[src/rtl/dmux_pkg.sv]
// Shared definitions for the 1-to-4 registered demultiplexer.
package dmux_pkg;

  localparam int WIDTH_DEF = 16;
  localparam int CNT_W_DEF = 8;
  localparam int NLANES    = 4;

  typedef logic [1:0] lane_sel_t;

  localparam lane_sel_t LANE0 = 2'd0;
  localparam lane_sel_t LANE1 = 2'd1;
  localparam lane_sel_t LANE2 = 2'd2;
  localparam lane_sel_t LANE3 = 2'd3;

  // One-hot set of lanes addressed by a request; broadcast addresses all.
  function automatic logic [NLANES-1:0] lane_targets(input logic bcast, input lane_sel_t sel);
    logic [NLANES-1:0] t;
    t = '0;
    if (bcast) begin
      t = '1;
    end else begin
      case (sel)
        LANE0:   t = 4'b0001;
        LANE1:   t = 4'b0010;
        LANE2:   t = 4'b0100;
        LANE3:   t = 4'b1000;
        default: t = 4'b0000;
      endcase
    end
    return t;
  endfunction

endpackage

[src/rtl/dmux_lane_reg.sv]
// One output lane: single-entry holding register, valid flag and a wrapping
// count of completed output handshakes.
module dmux_lane_reg
  import dmux_pkg::*;
#(
  parameter int WIDTH = WIDTH_DEF,
  parameter int CNT_W = CNT_W_DEF
) (
  input  logic             clk,
  input  logic             rst,
  input  logic             load,
  input  logic [WIDTH-1:0] din,
  input  logic             ready,
  output logic [WIDTH-1:0] dout,
  output logic             valid,
  output logic             free,
  output logic [CNT_W-1:0] cnt
);

  logic [WIDTH-1:0] r_data;
  logic             r_valid;
  logic [CNT_W-1:0] r_cnt;
  logic             w_drain;

  assign w_drain = r_valid & ready;

  // Lane can take a word if empty or if its current word leaves this cycle.
  assign free = ~r_valid | ready;

  // Load wins over drain so a lane can stream one word per cycle; data is
  // kept after a drain, only valid drops.
  always_ff @(posedge clk or posedge rst) begin
    if (rst) begin
      r_data  <= '0;
      r_valid <= 1'b0;
      r_cnt   <= '0;
    end else begin
      if (load) begin
        r_data  <= din;
        r_valid <= 1'b1;
      end else if (w_drain) begin
        r_valid <= 1'b0;
      end
      if (w_drain) begin
        r_cnt <= r_cnt + CNT_W'(1);
      end
    end
  end

  assign dout  = r_data;
  assign valid = r_valid;
  assign cnt   = r_cnt;

endmodule

[src/rtl/dmux4way16_pipe.sv]
// Registered 1-to-4 demultiplexer with per-lane holding registers and
// atomic broadcast. Input readiness depends only on lane state and the
// consumers' ready signals, never on in_valid.
module dmux4way16_pipe
  import dmux_pkg::*;
#(
  parameter int WIDTH = WIDTH_DEF,
  parameter int CNT_W = CNT_W_DEF
) (
  input  logic             clk,
  input  logic             rst,
  input  logic [WIDTH-1:0] in,
  input  logic [1:0]       sel,
  input  logic             bcast,
  input  logic             in_valid,
  output logic             in_ready,
  output logic [WIDTH-1:0] out0,
  output logic [WIDTH-1:0] out1,
  output logic [WIDTH-1:0] out2,
  output logic [WIDTH-1:0] out3,
  output logic             out0_valid,
  output logic             out1_valid,
  output logic             out2_valid,
  output logic             out3_valid,
  input  logic             out0_ready,
  input  logic             out1_ready,
  input  logic             out2_ready,
  input  logic             out3_ready,
  output logic [CNT_W-1:0] cnt0,
  output logic [CNT_W-1:0] cnt1,
  output logic [CNT_W-1:0] cnt2,
  output logic [CNT_W-1:0] cnt3
);

  logic [NLANES-1:0] w_ready;
  logic [NLANES-1:0] w_free;
  logic [NLANES-1:0] w_valid;
  logic [NLANES-1:0] w_target;
  logic [NLANES-1:0] w_load;
  logic              w_accept;
  logic [WIDTH-1:0]  w_dout [NLANES];
  logic [CNT_W-1:0]  w_cnt  [NLANES];

  assign w_ready = {out3_ready, out2_ready, out1_ready, out0_ready};

  assign w_target = lane_targets(bcast, sel);

  // Broadcast needs every lane free so it is never partially delivered.
  always_comb begin
    in_ready = bcast ? (&w_free) : w_free[sel];
  end

  assign w_accept = in_valid & in_ready;
  assign w_load   = w_target & {NLANES{w_accept}};

  genvar gi;
  generate
    for (gi = 0; gi < NLANES; gi++) begin : g_lane
      dmux_lane_reg #(
        .WIDTH (WIDTH),
        .CNT_W (CNT_W)
      ) u_lane (
        .clk   (clk),
        .rst   (rst),
        .load  (w_load[gi]),
        .din   (in),
        .ready (w_ready[gi]),
        .dout  (w_dout[gi]),
        .valid (w_valid[gi]),
        .free  (w_free[gi]),
        .cnt   (w_cnt[gi])
      );
    end
  endgenerate

  assign out0 = w_dout[0];
  assign out1 = w_dout[1];
  assign out2 = w_dout[2];
  assign out3 = w_dout[3];

  assign out0_valid = w_valid[0];
  assign out1_valid = w_valid[1];
  assign out2_valid = w_valid[2];
  assign out3_valid = w_valid[3];

  assign cnt0 = w_cnt[0];
  assign cnt1 = w_cnt[1];
  assign cnt2 = w_cnt[2];
  assign cnt3 = w_cnt[3];

endmodule

[config.mk]
export PLATFORM = sky130hd
export DESIGN_NAME = dmux4way16_pipe
export DESIGN_NICKNAME = d
export VERILOG_FILES = /design/src/rtl/dmux_pkg.sv /design/src/rtl/dmux_lane_reg.sv /design/src/rtl/dmux4way16_pipe.sv
export SDC_FILE = /design/constraint.sdc
export NUM_CORES = 1
export LEC_CHECK = 0
export BUFFER_PORTS_ARGS = -buffer_cell sky130_fd_sc_hd__buf_4
export CORE_UTILIZATION = 41
export DETAILED_ROUTE_END_ITERATION = 8
export GPL_ROUTABILITY_DRIVEN = 1
export PLACE_DENSITY_LB_ADDON = 0.3
export SYNTH_ARGS = -nofsm -noshare
export SYNTH_HDL_FRONTEND = slang
export SYNTH_SLANG_ARGS = --single-unit
[constraint.sdc]
create_clock -name clk -period 3.5 [get_ports clk]
set_clock_uncertainty 0.2 [all_clocks]
set_input_delay 0.525 -clock clk [delete_from_list [all_inputs] [get_ports clk]]
set_output_delay 0.525 -clock clk [all_outputs]
set_load 0.02 [all_outputs]
# Word-level counts from Yosys, hierarchy flattened
# Index checks and enable logic that the tools add are counted.
[word_totals]
out_inout_bits = 101
wordCells = 53
regBits = 100
in_bits = 26
[op_classes]
magnitude_cmp = 1
eq_ne = 3
n_reduce_logical = 6
n_mux = 13
n_addsub = 4
bitwise = 14
[op_table]
columns = ["operator", "count"]
rows = [
  ["$add 8x1->8 const B", 4],
  ["$pmux 4 s4", 1],
  ["$mux 1", 10],
  ["$reduce_bool 2->1", 4],
  ["$and 1x1->1", 5],
  ["$and 4x4->4", 1],
  ["$eq 2x2->1 const B", 2],
  ["$mux 4", 1],
  ["$not 1->1", 4],
  ["$or 1x1->1", 4],
  ["$reduce_and 4->1", 1],
  ["$lt 2x3->1 const B", 1],
  ["$bmux 1 s2", 1],
  ["$eq 2x1->1 const B", 1],
  ["$logic_not 2->1", 1],
]

# Depth between registers and ports, before layout
# Gate-level depths: netlist (run 1).
[depth]
word_depth = 8
ltp_mapped = 5
mapped_depth_nobuf = 5

# Modules after synthesis
# From an unflattened synthesis (run 1), not the netlist that was laid out.
[unflattened]
hier_cells = 283
area_unflattened_um2 = 4167.7
[by_module_without_submodules]
columns = ["module", "instances", "cells_per_inst", "area_per_inst_um2"]
rows = [
  ["dmux_lane_reg", 4, 67, 1013.5],
  ["dmux4way16_pipe", 1, 15, 113.9],
]

# Worst setup path before layout (run 1)
# Ideal clock, no wire load.
[synth_path]
kind = "input port to output port"
from = "input port bcast"
to = "output port in_ready"
arrival_ns = 1.547
slack_ns = 1.228
path_stages = 3
required_ns = 2.775
cell_sequence = "o21ba_2 o221ai_4 nor3_1"
[synth_between]
elab_chain_len = 1
[synth_rtl]
columns = ["item", "line_no", "text"]
rows = [
  ["start, declared", "dmux4way16_pipe.sv:14", "input logic bcast,"],
  ["$mux 1", "dmux4way16_pipe.sv:50", "in_ready = bcast ? (&w_free) : w_free[sel];"],
  ["end, declared", "dmux4way16_pipe.sv:16", "output logic in_ready,"],
]
# Every way passes these cells.

# Worst setup path after layout (run 1)
[layout_path]
from = "register g_lane[3].u_lane.r_valid"
to = "output port in_ready"
[layout_between]
elab_chain_len = 5
elab_cells_between_ends = 6
classes_between = "mux: 3; bitwise: 2; reduce/logical: 1"
[layout_rtl]
columns = ["item", "line_no", "text"]
rows = [
  ["start, declared", "dmux_lane_reg.sv:21", "logic r_valid;"],
  ["start signal, assigned", "dmux_lane_reg.sv:35", "r_valid <= 1'b0;"],
  ["start signal, assigned", "dmux_lane_reg.sv:40", "r_valid <= 1'b1;"],
  ["start signal, assigned", "dmux_lane_reg.sv:42", "r_valid <= 1'b0;"],
  ["$not 1->1 (*)", "dmux_lane_reg.sv:28", "assign free = ~r_valid | ready;"],
  ["$or 1x1->1 (*)", "dmux_lane_reg.sv:28", ""],
  ["$bmux 1 s2", "dmux4way16_pipe.sv:50", ""],
  ["$mux 1 (not written as such)", "dmux4way16_pipe.sv:50", ""],
  ["$mux 1 (*)", "dmux4way16_pipe.sv:50", ""],
]
# Every way passes the cells marked *; elsewhere a longest branch is shown, timed or not. The select of a mux whose other input is x is not followed.

==> results of run 1 <==
==> per-stage QoR <==
stage                     cells  hold WS [ns]  area, sq um  power (mW)
after floorplan             275         0.382         4230        2.94
after global placement      537         0.262         5350        3.72
after detailed placement    537         0.265         5350        3.76
after CTS                   553         0.161         5590        4.62
after global routing        553         0.194         5590        4.82
final                       553         0.142         5590        4.56
==> area by class of cell <==
type	instances	area, sq um
Fill cell	849	4320
Tap cell	133	166
Clock inverter	4	77.6
Inverter	6	25.0
Sequential cell	100	2500
Timing Repair Buffer	133	998
Multi-Input combinational cell	165	1660
Clock buffer	12	155
==> layout by cell type (no fill, tap or decap), drive strengths merged, types with 2 or more instances in the layout <==
master / count
nand3: 17
xnor2: 17
a21o: 4
bufinv: 2
inv: 7
nor2: 8
clkbuf: 12
nor3: 4
nand2: 14
buf: 133
a221oi: 3
ha: 4
mux2: 68
nand2b: 5
a21oi: 2
xor2: 11
dfrtp: 100
==> final timing paths <==
check	from	endpoint	slack, ns	depth (start not counted)
setup / recovery	g_lane[3].u_lane.valid	in_ready	0.94	4
setup reg to reg	g_lane[3].u_lane.valid	g_lane[0].u_lane.dout[15]	1.13	5
hold reg to reg	g_lane[0].u_lane.cnt[7]	g_lane[0].u_lane.cnt[7]	0.28	1
hold / removal	rst	g_lane[1].u_lane.cnt[6]	0.14	2
max in group asynchronous	rst	g_lane[3].u_lane.dout[15]	2.22	3
min in group clk	in[9]	g_lane[0].u_lane.dout[9]	0.23	2
==> flip-flops by register name, indices dropped and copies added, names as in the netlist <==
name,cells
g_lane.u_lane.cnt,32
g_lane.u_lane.valid,4
g_lane.u_lane.dout,64
==> cells by family (layout without fill, tap and decap cells) <==
family | count (synthesis) | count (layout) | synth area share
xor gates and xnor gates | 28 | 28 | 0.0580
adders and majority gates | 4 | 4 | 0.0118
muxes | 68 | 68 | 0.213
AOI/OAI and AO/OA | 13 | 13 | 0.0464
and+or+nand+nor | 52 | 52 | 0.0636
buffers and inverters | 10 | 155 | 0.0160
DFF | 100 | 100 | 0.591
==> worst max-delay path: cells and delay by family (launching register included) <==
kind,cells,cell delay (ns)
and+or+nand+nor,2,0.50
DFF,1,0.44
AOI/OAI and AO/OA,1,0.37
buffers and inverters,1,0.18
==> metal layers <==
| layer | share of wire | vias up | track usage |
|---|---|---|---|
| met2 | 0.46 | 81 | 0.256 |
| met4 | 0.011 | 0 | 0.0497 |
| met3 | 0.068 | 7 | 0.0623 |
| li1 | - | 1229 | - |
| met1 | 0.46 | 1288 | 0.222 |
| met5 | 0 | - | 0 |
==> where the power goes <==
part           leakage [nW]  switching, mW  internal (mW)
clock network         0.118          0.388          0.448
logic                  1.38          0.929          0.949
registers              1.21          0.306           1.54
==> impl_metrics.csv, run 1 <==
group,metric,value,unit
outcome,status,"complete, no violations",
cts,hold_buffers,0,
logic_synthesis,synth-seq-cells,100,
placement,io_buffer_count,126,
drt,routed_wl,8.44,mm
sta,finalCritPeriodShare,0.731,
floorplan,num_rows,36,
finish,syn2layout_area_growth,32.0,%
floorplan,dieArea,10700,sq um
cts,cts_tree,"done",
logic_synthesis,syn-num-nets,305,
sta,hold_viol_final,0,
worst_setup_path,crit_chain,"or2b_2 > o221ai_4 > nor3_1 > buf_4",
cts,clkLatencyLatePin,0.35,ns
floorplan,die_y,104,um
power_and_ir_drop,leakage,2.71,nW
cts,clock-sinks,100,
power_and_ir_drop,ir_drop,0.372,mV
logic_synthesis,synth_most_common_cell,"dfrtp_1",
cts,path_clk_slew,0.09,ns
worst_setup_path,crit_type,"reg -> out",
floorplan,core_area,9910,sq um
worst_setup_path,cp_slowest_cell,"dfrtp_1",
finish,antenna_cells,0,
placement,place_hpwl,6.09,mm
logic_synthesis,yosys-top-cells-area,"dfrtp_1 (59%), mux2_4 (13%), mux2_2 (8.5%)",
cts,ctsRootBufferMaster,"clkbuf_8",
sta,layout_setup_ws,0.940,ns
worst_setup_path,slowest_delay,0.44,ns
cts,cts_inserted_buffers,9,
sta,setup_violations,0,
logic_synthesis,ys_seq_area_frac,0.591,
sta,slew_headroom,0.465,
grt,grt_util_all_layers,0.167,
drt,drtPass1Iterations,6,
power_and_ir_drop,p_per_area,816,nW/um^2
worst_setup_path,worstPathArrival,1.83,ns
drt,vias,2605,
drt,drcViolationCount,0,
min_path,hold_path.class,"in -> async",
grt,grt_pass1_wl,14.1,mm
worst_setup_path,crit_required,2.77,ns
logic_synthesis,async_flop_share,1.00,
logic_synthesis,ys_types,26,
logic_synthesis,synth_common_cells,"dfrtp_1 (100), mux2_4 (36), mux2_2 (32)",
sta,tns,0,ns
worst_setup_path,end_kind,"primary output",
logic_synthesis,synth_top_area_cell,"dfrtp_1",
worst_setup_path,startpoint_type,"flip-flop",
worst_setup_path,path_max_fanout,6,
sta,slew_violations,0,
drt,wl_per_cell,15.3,um
sta,tightest_slew,0.803,ns
finish,drive_gt1_frac,0.540,
logic_synthesis,synth.top_cell.area_share,0.591,
placement,gp_congestion,0.820,
floorplan,ioPinCount,127,
cts,cts_setup_buffers,0,
drt,antenna_left,0,
sta,grt_setup_unrepaired,"no",
sta,fmax,391,MHz
grt,overflow,0,
logic_synthesis,synth_ff_type,"dfrtp_1",
drt,routed_via_density,4.71,
placement,post-place-ws,0.912,ns
finish,nets,445,
floorplan,initial_core_util,0.427,
floorplan,die_width,104,um
drt,drt_iter0_drc,74,
logic_synthesis,netlist_area,4230,sq um
cts,cts_resized,0,
logic_synthesis,yosysWarnings,0,
cts,htreeDepth,3,
cts,cts.path.max_buffers,2,
grt,antenna_found_initial,0,
sta,period_minus_slack,2.56,ns
logic_synthesis,synth_area_per_cell,15.4,sq um
grt,grt_pass1_vias,2703,
grt,grt_max_degree,68,
logic_synthesis,syn_inst,275,
run,cap_violations,0,
finish,final_util,0.564,
logic_synthesis,synth_edf_count,0,
(Power assumes the default switching activity.)
==> inputs of run 2 (changes only) <==
--- a/config.mk
+++ b/config.mk
@@ -5,6 +5,7 @@
 export SDC_FILE = /design/constraint.sdc
 export NUM_CORES = 1
 export LEC_CHECK = 0
+export ABC_AREA = 1
 export BUFFER_PORTS_ARGS = -buffer_cell sky130_fd_sc_hd__buf_4
 export CORE_UTILIZATION = 41
 export DETAILED_ROUTE_END_ITERATION = 8
==> constraint.sdc (replaced) <==
create_clock -name clk -period 2.6 [get_ports clk]
set_clock_uncertainty 0.2 [all_clocks]
set_input_delay 0.39 -clock clk [delete_from_list [all_inputs] [get_ports clk]]
set_output_delay 0.39 -clock clk [all_outputs]
set_load 0.02 [all_outputs]
==> run 2 against run 1 <==
Net effect:
- sequential share of layout area decreased by 1.0 points
- design area up 2.3%
- non-clock buffer count rose by 3
- setup slack worse by 0.61 ns
- via count is 40% higher
- critical path type is now in -> out
- critical endpoint unchanged
==> impl_metrics.csv, run 2 <==
group,metric,value,unit
cts,path_clk_slew,0.08,ns
worst_setup_path,r2r-end,"g_lane[0].u_lane.dout[8]",
logic_synthesis,synth.top_cell.area_share,0.562,
finish,mostFrequentLayoutCells,"nand2_1 (173), buf_4 (133), dfrtp_1 (100)",
logic_synthesis,ys_types,28,
grt,grt_pass1_wl,18.1,mm
run,cap_violations,0,
worst_setup_path,path_max_fanout,3,
worst_setup_path,slowest_delay,0.54,ns
sta,grt_setup_unrepaired,"no",
finish,final_util,0.549,
grt,grt_util_all_layers,0.205,
worst_setup_path,crit_chain,"dlygate4sd3_1 > buf_4 > nor2_1 > nand2_4 > nand2_4 > nor2_4 > buf_4",
drt,routed_wl,11.1,mm
worst_setup_path,end_kind,"primary output",
floorplan,die_width,106,um
power_and_ir_drop,p_per_area,1000,nW/um^2
min_path,worstHoldEndpoint,"g_lane[0].u_lane.valid",
cts,htreeDepth,3,
sta,slew_violations,0,
min_path,hold_start,"out0_ready",
cts,hold_buffers,2,
logic_synthesis,synth_area_per_cell,9.62,sq um
min_path,hold_path.class,"in -> reg",
drt,drt_iter0_drc,137,
grt,overflow,0,
sta,fmax,441,MHz
power_and_ir_drop,ir_drop,0.449,mV
placement,placed_cell_area,5480,sq um
cts,cts_inserted_buffers,9,
cts,cts_resized,0,
placement,place_hpwl,7.84,mm
sta,tns,0,ns
floorplan,ioPinCount,127,
drt,antenna_left,0,
sta,layout_setup_ws,0.335,ns
finish,nets,616,
drt,vias,3645,
placement,post-place-ws,0.534,ns
drt,routed_via_density,5.01,
worst_setup_path,worstPathArrival,1.68,ns
finish,largest_reg_flops,64,
worst_setup_path,cp_slowest_cell,"dlygate4sd3_1",
sta,setup_violations,0,
finish,final_common_cell,"nand2_1",
logic_synthesis,synth_edf_count,0,
sta,whs,0.0316,ns
worst_setup_path,crit_type,"in -> out",
placement,io_buffer_count,126,
grt,antenna_found_initial,0,
floorplan,num_rows,37,
floorplan,die_y,106,um
worst_setup_path,r2r-start,"g_lane[3].u_lane.valid",
logic_synthesis,async_flop_share,1.00,
drt,drtPass1Iterations,5,
cts,cts.path.max_buffers,2,
cts,clock-sinks,100,
logic_synthesis,netlist_area,4450,sq um
cts,clkLatencyLatePin,0.35,ns
logic_synthesis,syn_inst,463,
logic_synthesis,yosysWarnings,0,
grt,grt_max_degree,68,
power_and_ir_drop,leakage,3.08,nW
finish,drive_gt1_frac,0.284,
outcome,status,"complete, no violations",
worst_setup_path,startpoint_type,"primary input",
sta,slew_headroom,0.692,
logic_synthesis,synth_most_common_cell,"nand2_1",
finish,design_area,5720,sq um
logic_synthesis,ys_seq_area_frac,0.562,
sta,period_minus_slack,2.27,ns
logic_synthesis,syn-num-nets,493,
floorplan,core_area,10400,sq um
cts,ctsRootBufferMaster,"clkbuf_8",
sta,finalCritPeriodShare,0.871,
grt,grt_pass1_vias,3563,
logic_synthesis,synth_ff_type,"dfrtp_1",
drt,wl_per_cell,15.2,um
floorplan,initial_core_util,0.428,
worst_setup_path,crit_required,2.01,ns
worst_setup_path,rrSetupSlack,0.78,ns
min_path,hold_path_depth,2,
logic_synthesis,synth-seq-cells,100,
logic_synthesis,synth_common_cells,"nand2_1 (173), dfrtp_1 (100), nand4_1 (68)",
logic_synthesis,synth_top_area_cell,"dfrtp_1",
finish,syn2layout_area_growth,28.3,%
drt,drcViolationCount,0,
sta,hold_viol_final,0,
floorplan,dieArea,11300,sq um
finish,antenna_cells,0,
logic_synthesis,yosys-top-cells-area,"dfrtp_1 (56%), nand2_1 (15%), nand4_1 (9.6%)",
worst_setup_path,reg2reg_depth,8,
placement,gp_congestion,0.812,
sta,tightest_slew,0.462,ns
cts,cts_setup_buffers,0,
cts,cts_tree,"done",
run 2: cell types whose count changed in the layout (fill, tap and decap cells not counted), sizes merged, moves of 5 or more:
cell | before | now
inv | 7 | 30
mux2 | 68 | 0
nand2 | 14 | 177
nand2b | 5 | 0
nand3 | 17 | 7
nand4 | 1 | 72
o21ai | 0 | 5
xnor2 | 17 | 8
xor2 | 11 | 18
run 2: worst max path at each step:
stage                     slack (ns)                        to  cells after the start       start
after floorplan                 0.79                  in_ready                      6      sel[0]
after global placement          0.59  g_lane[0].u_lane.dout[8]                      9       bcast
after detailed placement        0.53  g_lane[0].u_lane.dout[8]                      9       bcast
after CTS                       0.33                  in_ready                      7  out1_ready
after global routing            0.29                  in_ready                      7  out1_ready
final                           0.33                  in_ready                      7  out1_ready
run 2: area by class of cell:
cell class | instances | area [sq um]
clock buffers | 9 | 124
clock inverters | 7 | 97.6
fillers | 957 | 4700
inverters | 30 | 121
multi-input cells | 309 | 1660
flip-flops and latches | 100 | 2500
well taps | 136 | 170
repair buffers | 136 | 1040
run 2: kinds of logic (layout without fill, tap and decap cells):
logic type | after synthesis | count (layout) | synth area share
buf+inv | 54 | 182 | 0.0649
flops | 100 | 100 | 0.562
fa+ha+maj | 4 | 4 | 0.0112
xor+xnor | 26 | 26 | 0.0511
simple gates | 274 | 274 | 0.302
compound gates | 5 | 5 | 0.00899
run 2: critical path: cells and delay by family:
family,cells,cell delay [ns]
simple gates,4,0.45
buf+inv,3,0.84
run 2: power by group:
group	leakage [nW]	internal, mW	switching (mW)
registers	1.24	2.02	0.370
clock network	0.106	0.547	0.544
logic	1.73	0.913	1.33
total	3.08	3.48	2.25
run 2: routing by layer:
layer  up-vias  routed length (um)  share of wire  global-route usage
li1       1769                   -              -                   -
met1      1749                4900           0.44               0.266
met2       119                5280           0.48               0.329
met3         8                 785          0.071              0.0589
met4         0                 108         0.0097              0.0675
met5         -                   0              0                   0
run 2: metrics by stage:
| stage | total power [mW] | instances |
|---|---|---|
| after floorplan | 3.68 | 463 |
| after global placement | 4.63 | 709 |
| after detailed placement | 4.69 | 709 |
| after CTS | 5.80 | 727 |
| after global routing | 6.09 | 727 |
| final | 5.73 | 727 |
==> inputs of run 3 (changes only) <==
--- a/config.mk
+++ b/config.mk
@@ -10,7 +10,7 @@
 export CORE_UTILIZATION = 41
 export DETAILED_ROUTE_END_ITERATION = 8
 export GPL_ROUTABILITY_DRIVEN = 1
-export PLACE_DENSITY_LB_ADDON = 0.3
+export PLACE_DENSITY = 0.7
 export SYNTH_ARGS = -nofsm -noshare
 export SYNTH_HDL_FRONTEND = slang
 export SYNTH_SLANG_ARGS = --single-unit
==> constraint.sdc (replaced) <==
create_clock -name clk -period 1.9 [get_ports clk]
set_clock_uncertainty 0.2 [all_clocks]
set_input_delay 0.285 -clock clk [delete_from_list [all_inputs] [get_ports clk]]
set_output_delay 0.285 -clock clk [all_outputs]
set_load 0.02 [all_outputs]
==> run 3 against run 2 <==
Net effect:
- combinational power increased by 41%
- design area increased by 4.4%
- clock power increased by 20%
- largest cell class unchanged
- critical path type is now reg -> out
- critical path depth decreased by 1
- sequential share of layout area decreased by 1.8 points
- critical endpoint unchanged
==> impl_metrics.csv, run 3 (synthesized netlist as in run 2, its figures left out) <==
group,metric,value,unit
outcome,status,"complete, no violations",
worst_setup_path,crit_required,1.41,ns
worst_setup_path,path_max_fanout,3,
finish,nFillCells,907,
worst_setup_path,r2r-start,"g_lane[2].u_lane.valid",
sta,setup_violations,0,
min_path,hold_start,"out2_ready",
cts,ctsRootBufferMaster,"clkbuf_8",
grt,grt_max_degree,101,
sta,finalCritPeriodShare,0.953,
power_and_ir_drop,power,7.77,mW
power_and_ir_drop,clkPwrFrac,0.169,
floorplan,initial_core_util,0.428,
floorplan,ioPinCount,127,
drt,drcViolationCount,0,
floorplan,core_area,10400,sq um
sta,whs,0.0121,ns
cts,cts.path.max_buffers,2,
finish,mostFrequentLayoutCells,"nand2_1 (170), buf_4 (139), dfrtp_1 (100)",
power_and_ir_drop,ir_drop,0.737,mV
drt,antenna_left,0,
cts,clock-sinks,100,
placement,place_hpwl,7.87,mm
floorplan,die_y,106,um
placement,gp_congestion,0.841,
finish,syn2layout_area_growth,34.0,%
grt,grt_util_all_layers,0.214,
cts,path_clk_slew,0.10,ns
floorplan,num_rows,37,
drt,routed_via_density,5.11,
drt,wl_per_cell,15.3,um
sta,slew_headroom,0.644,
finish,post_layout_nonfiller_instances,752,
grt,antenna_found_initial,0,
sta,grt_setup_unrepaired,"yes",
cts,cts_tree,"done",
cts,cts_inserted_buffers,9,
cts,clkLatencyLatePin,0.36,ns
placement,place_inst,709,
placement,io_buffer_count,126,
worst_setup_path,crit_type,"reg -> out",
drt,routed_wl,11.5,mm
drt,vias,3841,
grt,grt_pass1_wl,18.8,mm
run,cap_violations,0,
drt,drtPass1Iterations,5,
power_and_ir_drop,intPower,4.60,mW
sta,tightest_slew,0.533,ns
worst_setup_path,crit_start,"g_lane[2].u_lane.valid",
sta,hold_viol_final,0,
worst_setup_path,end_kind,"primary output",
power_and_ir_drop,combinationalPowerShare,0.409,
min_path,hold_path.class,"in -> reg",
finish,nets,641,
floorplan,dieArea,11300,sq um
power_and_ir_drop,leakage,3.20,nW
sta,slew_violations,0,
grt,grt_pass1_vias,3673,
sta,period_minus_slack,1.81,ns
drt,drt_iter0_drc,297,
finish,drive_gt1_frac,0.297,
sta,fmax,552,MHz
cts,htreeDepth,3,
power_and_ir_drop,p_seq_frac,0.422,
power_and_ir_drop,p_per_area,1300,nW/um^2
power_and_ir_drop,power_switching_share,0.408,
finish,largest_reg_flops,64,
worst_setup_path,startpoint_type,"flip-flop",
power_and_ir_drop,switchingPower,3.18,mW
worst_setup_path,worstPathArrival,1.33,ns
grt,overflow,0,
finish,antenna_cells,0,
floorplan,die_width,106,um
finish,final_common_cell,"nand2_1",
-- run 3: final cells by class --
cell class	count	area (sq um)	area share
Clock buffer	9	124	0.0208
Clock inverter	7	71.3	0.0120
Inverter	30	121	0.0203
Multi-Input combinational cell	309	1680	0.282
Sequential cell	100	2500	0.419
Tap cell	136	170	0.0285
Timing Repair Buffer	161	1290	0.217
-- run 3: stage by stage --
| step | instance area [sq um] | setup TNS (ns) | setup slack [ns] | util |
|---|---|---|---|---|
| 6_report | 5970 | 0 | 0.0886 | 0.573 |
| 5_1_grt | 5970 | -0.00316 | -0.00316 | 0.573 |
| 4_1_cts | 5900 | 0 | 0.00785 | 0.566 |
| 3_5_place_dp | 5500 | 0 | 0.0996 | 0.528 |
| 3_3_place_gp | 5500 | 0 | 0.155 | 0.528 |
| 2_1_floorplan | 4460 | 0 | 0.223 | - |
-- run 3: path summary, 6_finish.rpt --
check / to / slack (ns) / depth (start not counted)
worst min register to register: g_lane[0].u_lane.dout[3] / 0.28 / 2
worst min-delay path: g_lane[2].u_lane.valid / 0.01 / 4
worst max register to register: g_lane[2].u_lane.dout[12] / 0.16 / 8
max in group asynchronous: g_lane[2].u_lane.cnt[1] / 0.66 / 4
min in group asynchronous: g_lane[2].u_lane.cnt[6] / 0.42 / 4
worst max-delay path: in_ready / 0.09 / 6
-- run 3: per-layer routing --
layer | vias to the layer above | share of wire | track usage
met2 | 141 | 0.49 | 0.346
met4 | 0 | 0.0069 | 0.0526
met5 | - | 0 | 0
met1 | 1880 | 0.42 | 0.283
li1 | 1814 | - | -
met3 | 6 | 0.078 | 0.0613
-- run 3: worst max-delay path, stage by stage (launching register included) --
cell and delay [ns]:
dfrtp_1 0.42, nand2_2 0.08, nand2_1 0.06, nand2_2 0.07, nand2_4 0.07, nor2_4 0.13
buf_6 0.13
-- run 3: power by group through the flow --
stage          Clock (mW)  Combinational, mW  Sequential, mW
6_report             1.31               3.18            3.28
5_1_grt              1.45               3.46            3.37
4_1_cts              1.36               3.18            3.28
3_5_place_dp            0               3.12            3.31
3_3_place_gp            0               3.06            3.29
2_1_floorplan           0               1.01            4.03
-- run 3: repair_timing --
item                       in CTS  in global routing
buffers inserted                3                  6
gates resized for setup         0                  7
hold endpoints to repair      135                  0
pin swaps                       1                  5
setup endpoints to repair       1                  1
hold buffers                   18                  0
